`config.mk`:
```
export PLATFORM = sky130hd
export DESIGN_NAME = eth_decap_flat
export DESIGN_NICKNAME = d
export VERILOG_FILES = /design/src/rtl/eth_decap_if.sv /design/src/rtl/eth_decap.sv /design/src/flat_wrapper.sv
export SDC_FILE = /design/constraint.sdc
export NUM_CORES = 1
export LEC_CHECK = 0
export BUFFER_PORTS_ARGS = -buffer_cell sky130_fd_sc_hd__buf_2
export CORE_UTILIZATION = 55
export CTS_BUF_LIST = sky130_fd_sc_hd__clkbuf_2 sky130_fd_sc_hd__clkbuf_4 sky130_fd_sc_hd__clkbuf_8
export DETAILED_ROUTE_END_ITERATION = 7
export PLACE_DENSITY = 0.8
export SLEW_MARGIN = 25
export SYNTH_ARGS = -nofsm -noshare
export SYNTH_HDL_FRONTEND = slang
export SYNTH_SLANG_ARGS = --single-unit
```
`constraint.sdc`:
```
create_clock -name clk156 -period 4.35 [get_ports clk156]
set_input_delay 0.2175 -clock clk156 [delete_from_list [all_inputs] [get_ports clk156]]
set_output_delay 0.2175 -clock clk156 [all_outputs]
set_load 0.05 [all_outputs]
```
`src/rtl/eth_decap_if.sv`:
```
// Bundles the MAC RX AXI-Stream and the TLP FIFO write port of eth_decap.
// slave = the decapsulator side, master = the MAC/FIFO (environment) side.
interface eth_decap_if;
   logic        s_axis_tvalid;
   logic        s_axis_tready;
   logic [63:0] s_axis_tdata;
   logic [7:0]  s_axis_tkeep;
   logic        s_axis_tlast;
   logic        s_axis_tuser;
   logic        wr_en;
   logic [73:0] din;
   logic        full;

   modport slave (
      input  s_axis_tvalid, s_axis_tdata, s_axis_tkeep, s_axis_tlast, s_axis_tuser, full,
      output s_axis_tready, wr_en, din
   );

   modport master (
      output s_axis_tvalid, s_axis_tdata, s_axis_tkeep, s_axis_tlast, s_axis_tuser, full,
      input  s_axis_tready, wr_en, din
   );
endinterface

```
`src/rtl/eth_decap.sv`:
```
// TLP tunnel receiver: validates the 48-byte Eth/IPv4/UDP/TCAP header and forwards the payload
// beats to the TLP FIFO. Optional feature macro: RX_SEQ_CHECK_EN (adds the cnt_gap counter).
module eth_decap #(
   parameter logic [47:0] eth_addr  = 48'h00_11_22_33_44_55,
   parameter logic [31:0] ip_addr   = {8'd192, 8'd168, 8'd11, 8'd1},
   parameter logic [15:0] udp_dport = 16'h3776,
   parameter logic [2:0]  tcap_ver  = 3'b001,
   parameter int          hdr_beats = 6
) (
   input  logic        clk156,
   input  logic        sys_rst,
   eth_decap_if.slave  bus,
   output logic [39:0] rx_seq,
   output logic [31:0] cnt_ok,
`ifdef RX_SEQ_CHECK_EN
   output logic [31:0] cnt_drop,
   output logic [31:0] cnt_gap
`else
   output logic [31:0] cnt_drop
`endif
);

   localparam logic [15:0] eth_p_ip  = 16'h0800;
   localparam logic [7:0]  ip_vihl   = 8'h45;
   localparam logic [7:0]  ip_p_udp  = 8'd17;
   localparam logic [2:0]  last_hdr  = 3'(hdr_beats - 1);

   typedef enum logic [1:0] {RX_HDR, RX_DATA, RX_DROP} state_t;

   state_t                      state, state_nx;
   logic [2:0]                  cnt;
   logic [(hdr_beats-1)*64-1:0] hdr;
   logic                        hdr_err;
   logic [63:0]                 data_c;
   logic [7:0]                  keep_c;
   logic [hdr_beats*64-1:0]     hdr_full;
   logic                        xfer, hdr_ok, accept, inc_ok, inc_drop;
   logic                        unused_hdr;

   // Network order: MAC byte0 moves to the top byte, tkeep bit0 to bit7.
   always_comb begin
      for (int i = 0; i < 8; i++) begin
         data_c[63-8*i -: 8] = bus.s_axis_tdata[8*i +: 8];
         keep_c[7-i]         = bus.s_axis_tkeep[i];
      end
   end

   // The last header beat is checked while it is still on the bus, so it is appended unregistered.
   assign hdr_full = {hdr, data_c};
   assign xfer     = bus.s_axis_tvalid && bus.s_axis_tready;
   assign hdr_ok   = (hdr_full[383:336] == eth_addr || hdr_full[383:336] == 48'hFFFF_FFFF_FFFF)
                  && hdr_full[287:272] == eth_p_ip
                  && hdr_full[271:264] == ip_vihl
                  && hdr_full[199:192] == ip_p_udp
                  && hdr_full[143:112] == ip_addr
                  && hdr_full[95:80]   == udp_dport
                  && hdr_full[47:45]   == tcap_ver;
   assign unused_hdr = ^hdr_full;

   // NOTE: every output of this block gets a default first, so no path can infer a latch.
   always_comb begin
      state_nx          = state;
      bus.s_axis_tready = 1'b0;
      bus.wr_en         = 1'b0;
      bus.din           = '0;
      accept            = 1'b0;
      inc_ok            = 1'b0;
      inc_drop          = 1'b0;
      case (state)
         RX_HDR: begin
            bus.s_axis_tready = 1'b1;
            if (xfer) begin
               if (bus.s_axis_tlast) begin
                  inc_drop = 1'b1;
               end else if (cnt == last_hdr) begin
                  if (hdr_ok && !hdr_err && !bus.s_axis_tuser) begin
                     accept   = 1'b1;
                     state_nx = RX_DATA;
                  end else begin
                     state_nx = RX_DROP;
                  end
               end
            end
         end
         RX_DATA: begin
            bus.s_axis_tready = !bus.full;
            bus.wr_en         = xfer;
            bus.din           = {keep_c, data_c, bus.s_axis_tlast, bus.s_axis_tuser};
            if (xfer && bus.s_axis_tlast) begin
               inc_ok   = 1'b1;
               state_nx = RX_HDR;
            end
         end
         RX_DROP: begin
            bus.s_axis_tready = 1'b1;
            if (xfer && bus.s_axis_tlast) begin
               inc_drop = 1'b1;
               state_nx = RX_HDR;
            end
         end
         default: state_nx = RX_HDR;
      endcase
      if (sys_rst) begin
         bus.s_axis_tready = 1'b0;
         bus.wr_en         = 1'b0;
         bus.din           = '0;
         accept            = 1'b0;
         inc_ok            = 1'b0;
         inc_drop          = 1'b0;
      end
   end

`ifdef RX_SEQ_CHECK_EN
   logic seen;
`endif

   // NOTE: registers use non-blocking assignments only; reset is synchronous and active-high.
   always_ff @(posedge clk156) begin
      if (sys_rst) begin
         state    <= RX_HDR;
         cnt      <= '0;
         hdr      <= '0;
         hdr_err  <= 1'b0;
         rx_seq   <= '0;
         cnt_ok   <= '0;
         cnt_drop <= '0;
`ifdef RX_SEQ_CHECK_EN
         cnt_gap  <= '0;
         seen     <= 1'b0;
`endif
      end else begin
         state <= state_nx;
         if (state == RX_HDR && xfer) begin
            hdr <= {hdr[(hdr_beats-2)*64-1:0], data_c};
            if (bus.s_axis_tlast || cnt == last_hdr) begin
               cnt     <= '0;
               hdr_err <= 1'b0;
            end else begin
               cnt     <= cnt + 3'd1;
               hdr_err <= hdr_err | bus.s_axis_tuser;
            end
         end
         if (accept) begin
            rx_seq <= hdr_full[39:0];
`ifdef RX_SEQ_CHECK_EN
            seen <= 1'b1;
            if (seen && hdr_full[39:0] != rx_seq + 40'd1) cnt_gap <= cnt_gap + 32'd1;
`endif
         end
         if (inc_ok)   cnt_ok   <= cnt_ok + 32'd1;
         if (inc_drop) cnt_drop <= cnt_drop + 32'd1;
      end
   end

endmodule

```
`src/flat_wrapper.sv`:
```
// flat-port wrapper written by rule: the top's interface ports become plain ports
module eth_decap_flat 
#(
   parameter logic [47:0] eth_addr  = 48'h00_11_22_33_44_55,
   parameter logic [31:0] ip_addr   = {8'd192, 8'd168, 8'd11, 8'd1},
   parameter logic [15:0] udp_dport = 16'h3776,
   parameter logic [2:0]  tcap_ver  = 3'b001,
   parameter int          hdr_beats = 6
)
  (clk156, sys_rst, rx_seq, cnt_ok, cnt_drop, bus_s_axis_tvalid, bus_s_axis_tdata, bus_s_axis_tkeep, bus_s_axis_tlast, bus_s_axis_tuser, bus_full, bus_s_axis_tready, bus_wr_en, bus_din);
  eth_decap_if bus_i ();
  input  logic clk156;
  input  logic sys_rst;
  output logic [39:0] rx_seq;
  output logic [31:0] cnt_ok;
  output logic [31:0] cnt_drop;
  input wire logic [$bits(bus_i.s_axis_tvalid)-1:0] bus_s_axis_tvalid;
  input wire logic [$bits(bus_i.s_axis_tdata)-1:0] bus_s_axis_tdata;
  input wire logic [$bits(bus_i.s_axis_tkeep)-1:0] bus_s_axis_tkeep;
  input wire logic [$bits(bus_i.s_axis_tlast)-1:0] bus_s_axis_tlast;
  input wire logic [$bits(bus_i.s_axis_tuser)-1:0] bus_s_axis_tuser;
  input wire logic [$bits(bus_i.full)-1:0] bus_full;
  output wire logic [$bits(bus_i.s_axis_tready)-1:0] bus_s_axis_tready;
  output wire logic [$bits(bus_i.wr_en)-1:0] bus_wr_en;
  output wire logic [$bits(bus_i.din)-1:0] bus_din;
  assign bus_i.s_axis_tvalid = bus_s_axis_tvalid;
  assign bus_i.s_axis_tdata = bus_s_axis_tdata;
  assign bus_i.s_axis_tkeep = bus_s_axis_tkeep;
  assign bus_i.s_axis_tlast = bus_s_axis_tlast;
  assign bus_i.s_axis_tuser = bus_s_axis_tuser;
  assign bus_i.full = bus_full;
  assign bus_s_axis_tready = bus_i.s_axis_tready;
  assign bus_wr_en = bus_i.wr_en;
  assign bus_din = bus_i.din;
  eth_decap #(.eth_addr(eth_addr), .ip_addr(ip_addr), .udp_dport(udp_dport), .tcap_ver(tcap_ver), .hdr_beats(hdr_beats)) u_core (.clk156(clk156), .sys_rst(sys_rst), .bus(bus_i), .rx_seq(rx_seq), .cnt_ok(cnt_ok), .cnt_drop(cnt_drop));
endmodule
```
==> impl_metrics.tcl <==
set metrics [dict create \
    outcome "finished, final reports clean" \
    power.density_nw_per_um2 387 \
    timing.critical_path.fanout_max 17 \
    design.portCount 258 \
    site_rows 61 \
    setup_violations 0 \
    overall_via_count_from_detail_route 14198 \
    layout.cells.non_filler 2654 \
    top_area_cell_type_share_of_the_netlist_area_pct 51.1 \
    fin_crit_ps 2900 \
    fmaxAchievable_mhz 344 \
    critPathArrivalTime_ps 3400 \
    fin_worst_skew_ps 37.1 \
    synth-seq-cells 406 \
    yosys_warnings 0 \
    seq_area_frac_synth_pct 51.1 \
    drv_cap 0 \
    postSynthNetCount 2049 \
    max_slew_margin_pct 42.4 \
    area_growth_syn_to_layout_pct 22.0 \
    first_global_vias 13124 \
    nFillCells 2215 \
    synth_edf_count 0 \
    timing_hold_violations_final 0 \
    core_um2 28100 \
    worstPathRequired_ps 4850 \
    post-place-cells 2472 \
    netlist.top_cell.by_area "sky130_fd_sc_hd__dfxtp_1" \
    first_pass_grt_wire_length_um 62400 \
    place.port_buffers 257 \
    fin_crit_share_pct 66.7 \
    synth.top_cells.by_area "sky130_fd_sc_hd__dfxtp_1 (51%), sky130_fd_sc_hd__nand2_1 (15%), sky130_fd_sc_hd__a21oi_1 (10%)" \
    ys_dominant_reg_cell "sky130_fd_sc_hd__dfxtp_1" \
    hpwlAfterDp_um 22600 \
    detail_route.iter0.violations 1148 \
    ctsRootBufferMaster "sky130_fd_sc_hd__clkbuf_8" \
    proportion_of_layout_cells_with_a_drive_suffix_above_1_pct 19.0 \
    ctsLongestPathBuffers 3 \
    synth-async-reset-ratio_pct 0 \
    drt_wl_total_um 38400 \
    cts_buffers 66 \
    place.gp.congestion 0.792 \
    cts.repair.resized 0 \
    clkSinkCount 406 \
    finalHoldWorstSlack_ps 70.5 \
    die_width_um 172 \
    routedWlPerCell_um 14.5 \
    detail_route.vias_per_cell 5.35 \
    standby_leakage_power_nw 7.48 \
    initial_utilization_pct 56.6 \
    antenna_violations_before_repair 0 \
    ant_nets 0 \
    totalNegativeSetupSlack_ps 0 \
    cts.htree.levels 3 \
    dieHeight_um 172 \
    tritoncts "built" \
    cp-end-kind "register" \
    total_area_of_multi_input_combinational_cells_um2 7200 \
    vdd_ir_drop_max_v 0.000231 \
    drt_first_pass_iters 6 \
    fp.dieArea_um2 29600 \
    synthesis.area_per_instance_um2 8.10 \
    mappedNetlistArea_um2 15900 \
    hold_path_class "input port to register" \
    clock_latency_ps 600 \
    final_net_count 2315 \
    post-cts-setup-buffers 0 \
    maxSlewViolCount 0 \
    setup.worst_path.start_class "register" \
    track_usage_pct 25.7 \
    ranking_of_synthesized_cells_by_instance_count "sky130_fd_sc_hd__nand2_1 (624), sky130_fd_sc_hd__dfxtp_1 (406), sky130_fd_sc_hd__a21oi_1 (324), sky130_fd_sc_hd__clkbuf_1 (128), sky130_fd_sc_hd__and2_1 (77)" \
    clkTransAtPathRegs_ps 60 \
    sequential_cell_area_um2 8130 \
    synthesis.instances 1963 \
    measured_slew_at_the_worst_slew_check_pin_ps 856 \
    post-route-drc-count 0 \
    unrepaired_setup_endpoints_after_global_routing "false" \
    synth_cell_type_count 52 \
    most_common_cell_in_the_synthesized_netlist "sky130_fd_sc_hd__nand2_1" \
    maximum_number_of_pins_on_one_net_before_global_route_repair 278 \
    setup_cp_type "register to register" \
    global_route.overflow_total 0 \
]
## where the power goes
part	leakage, nW	internal [mW]	switching, mW
logic	3.47	0.114	0.223
clock network	0.735	1.89	1.50
registers	3.28	3.76	0.0290
total	7.48	5.77	1.75
## sequential cells by signal (all words and copies together) (netlist names)
| register | count |
|---|---|
| u_core.rx_seq | 40 |
| u_core.cnt_ok | 32 |
| u_core.state | 2 |
| u_core.hdr | 296 |
| u_core.cnt | 3 |
| u_core.cnt_drop | 32 |
| u_core.hdr_err | 1 |
## path summary, 6_finish.rpt
path / end / cells after the start / startpoint / slack (ps)
worst max register to register: u_core.cnt_ok[22]$_SDFFE_PP0P_ / 8 / u_core.state[0]$_SDFFE_PP0P_ / 1450
worst min-delay path: u_core.cnt_drop[2]$_SDFFE_PP0P_ / 4 / bus_s_axis_tlast / 70
worst max-delay path: u_core.cnt_ok[22]$_SDFFE_PP0P_ / 8 / u_core.state[0]$_SDFFE_PP0P_ / 1450
worst min register to register: u_core.hdr[106]$_SDFFE_PP0P_ / 2 / u_core.hdr[42]$_SDFFE_PP0P_ / 450
## critical path: stages (launching register included)
cell and delay, ps:
sky130_fd_sc_hd__dfxtp_1 340, sky130_fd_sc_hd__inv_1 90, sky130_fd_sc_hd__ha_1 300, sky130_fd_sc_hd__or2_1 350, sky130_fd_sc_hd__o2111ai_1 180, sky130_fd_sc_hd__buf_4 210, sky130_fd_sc_hd__or3_1 600, sky130_fd_sc_hd__or4_1 610
sky130_fd_sc_hd__a21oi_1 150
## cells by family after synthesis
family,after synthesis,share of synthesized area (%)
simple gates,947,27.1
compound gates,368,12.4
buf+inv,157,3.81
xor+xnor,29,1.60
fa+ha+maj,8,0.630
mux,48,3.36
flops,406,51.1
## per-stage QoR
step                      utilization [%]  setup WS [ps]  area [um^2]  power, mW
after floorplan                         -           1880        15900       4.05
after global placement               61.6           1500        17300       4.15
after detailed placement             61.6           1440        17300       4.15
after CTS                            68.9           1240        19300       7.57
after global routing                 69.1           1250        19400       7.79
final                                69.1           1450        19400       7.52
## cell usage in the layout (no fill, tap or decap), types with 23 or more instances in the layout
master and count:
sky130_fd_sc_hd__nand2_1 624, sky130_fd_sc_hd__dfxtp_1 406, sky130_fd_sc_hd__a21oi_1 324, sky130_fd_sc_hd__buf_2 256, sky130_fd_sc_hd__clkbuf_8 84, sky130_fd_sc_hd__and2_1 77, sky130_fd_sc_hd__dlygate4sd3_1 65, sky130_fd_sc_hd__nor2_1 47
sky130_fd_sc_hd__nor2b_1 45, sky130_fd_sc_hd__mux2_2 35, sky130_fd_sc_hd__nor4_1 27, sky130_fd_sc_hd__nand4_1 27, sky130_fd_sc_hd__xnor2_1 23
## what timing repair did
item / CTS / global route
hold buffers: 65 / 0
hold endpoints to repair: 105 / 0
endpoints found under the setup margin: 0 / 0
## layout make-up
type                            instances  share of cell area, %
Inverter                               21                  0.406
Sequential cell                       406                   41.9
Multi-Input combinational cell       1400                   37.1
Tap cell                              378                   2.44
Clock inverter                         14                  0.587
Timing Repair Buffer                  334                   10.9
Antenna cell                            1                 0.0129
Clock buffer                          100                   6.58
## routing by layer
layer | vias to the layer above | wire length, um | track usage [%]
li1 | 7071 | - | -
met1 | 6593 | 16900 | 33.4
met2 | 453 | 18200 | 42.3
met3 | 81 | 2400 | 4.97
met4 | 0 | 900 | 9.27
met5 | - | 0 | 0
No activity file was read; power rests on OpenSTA's default activity.
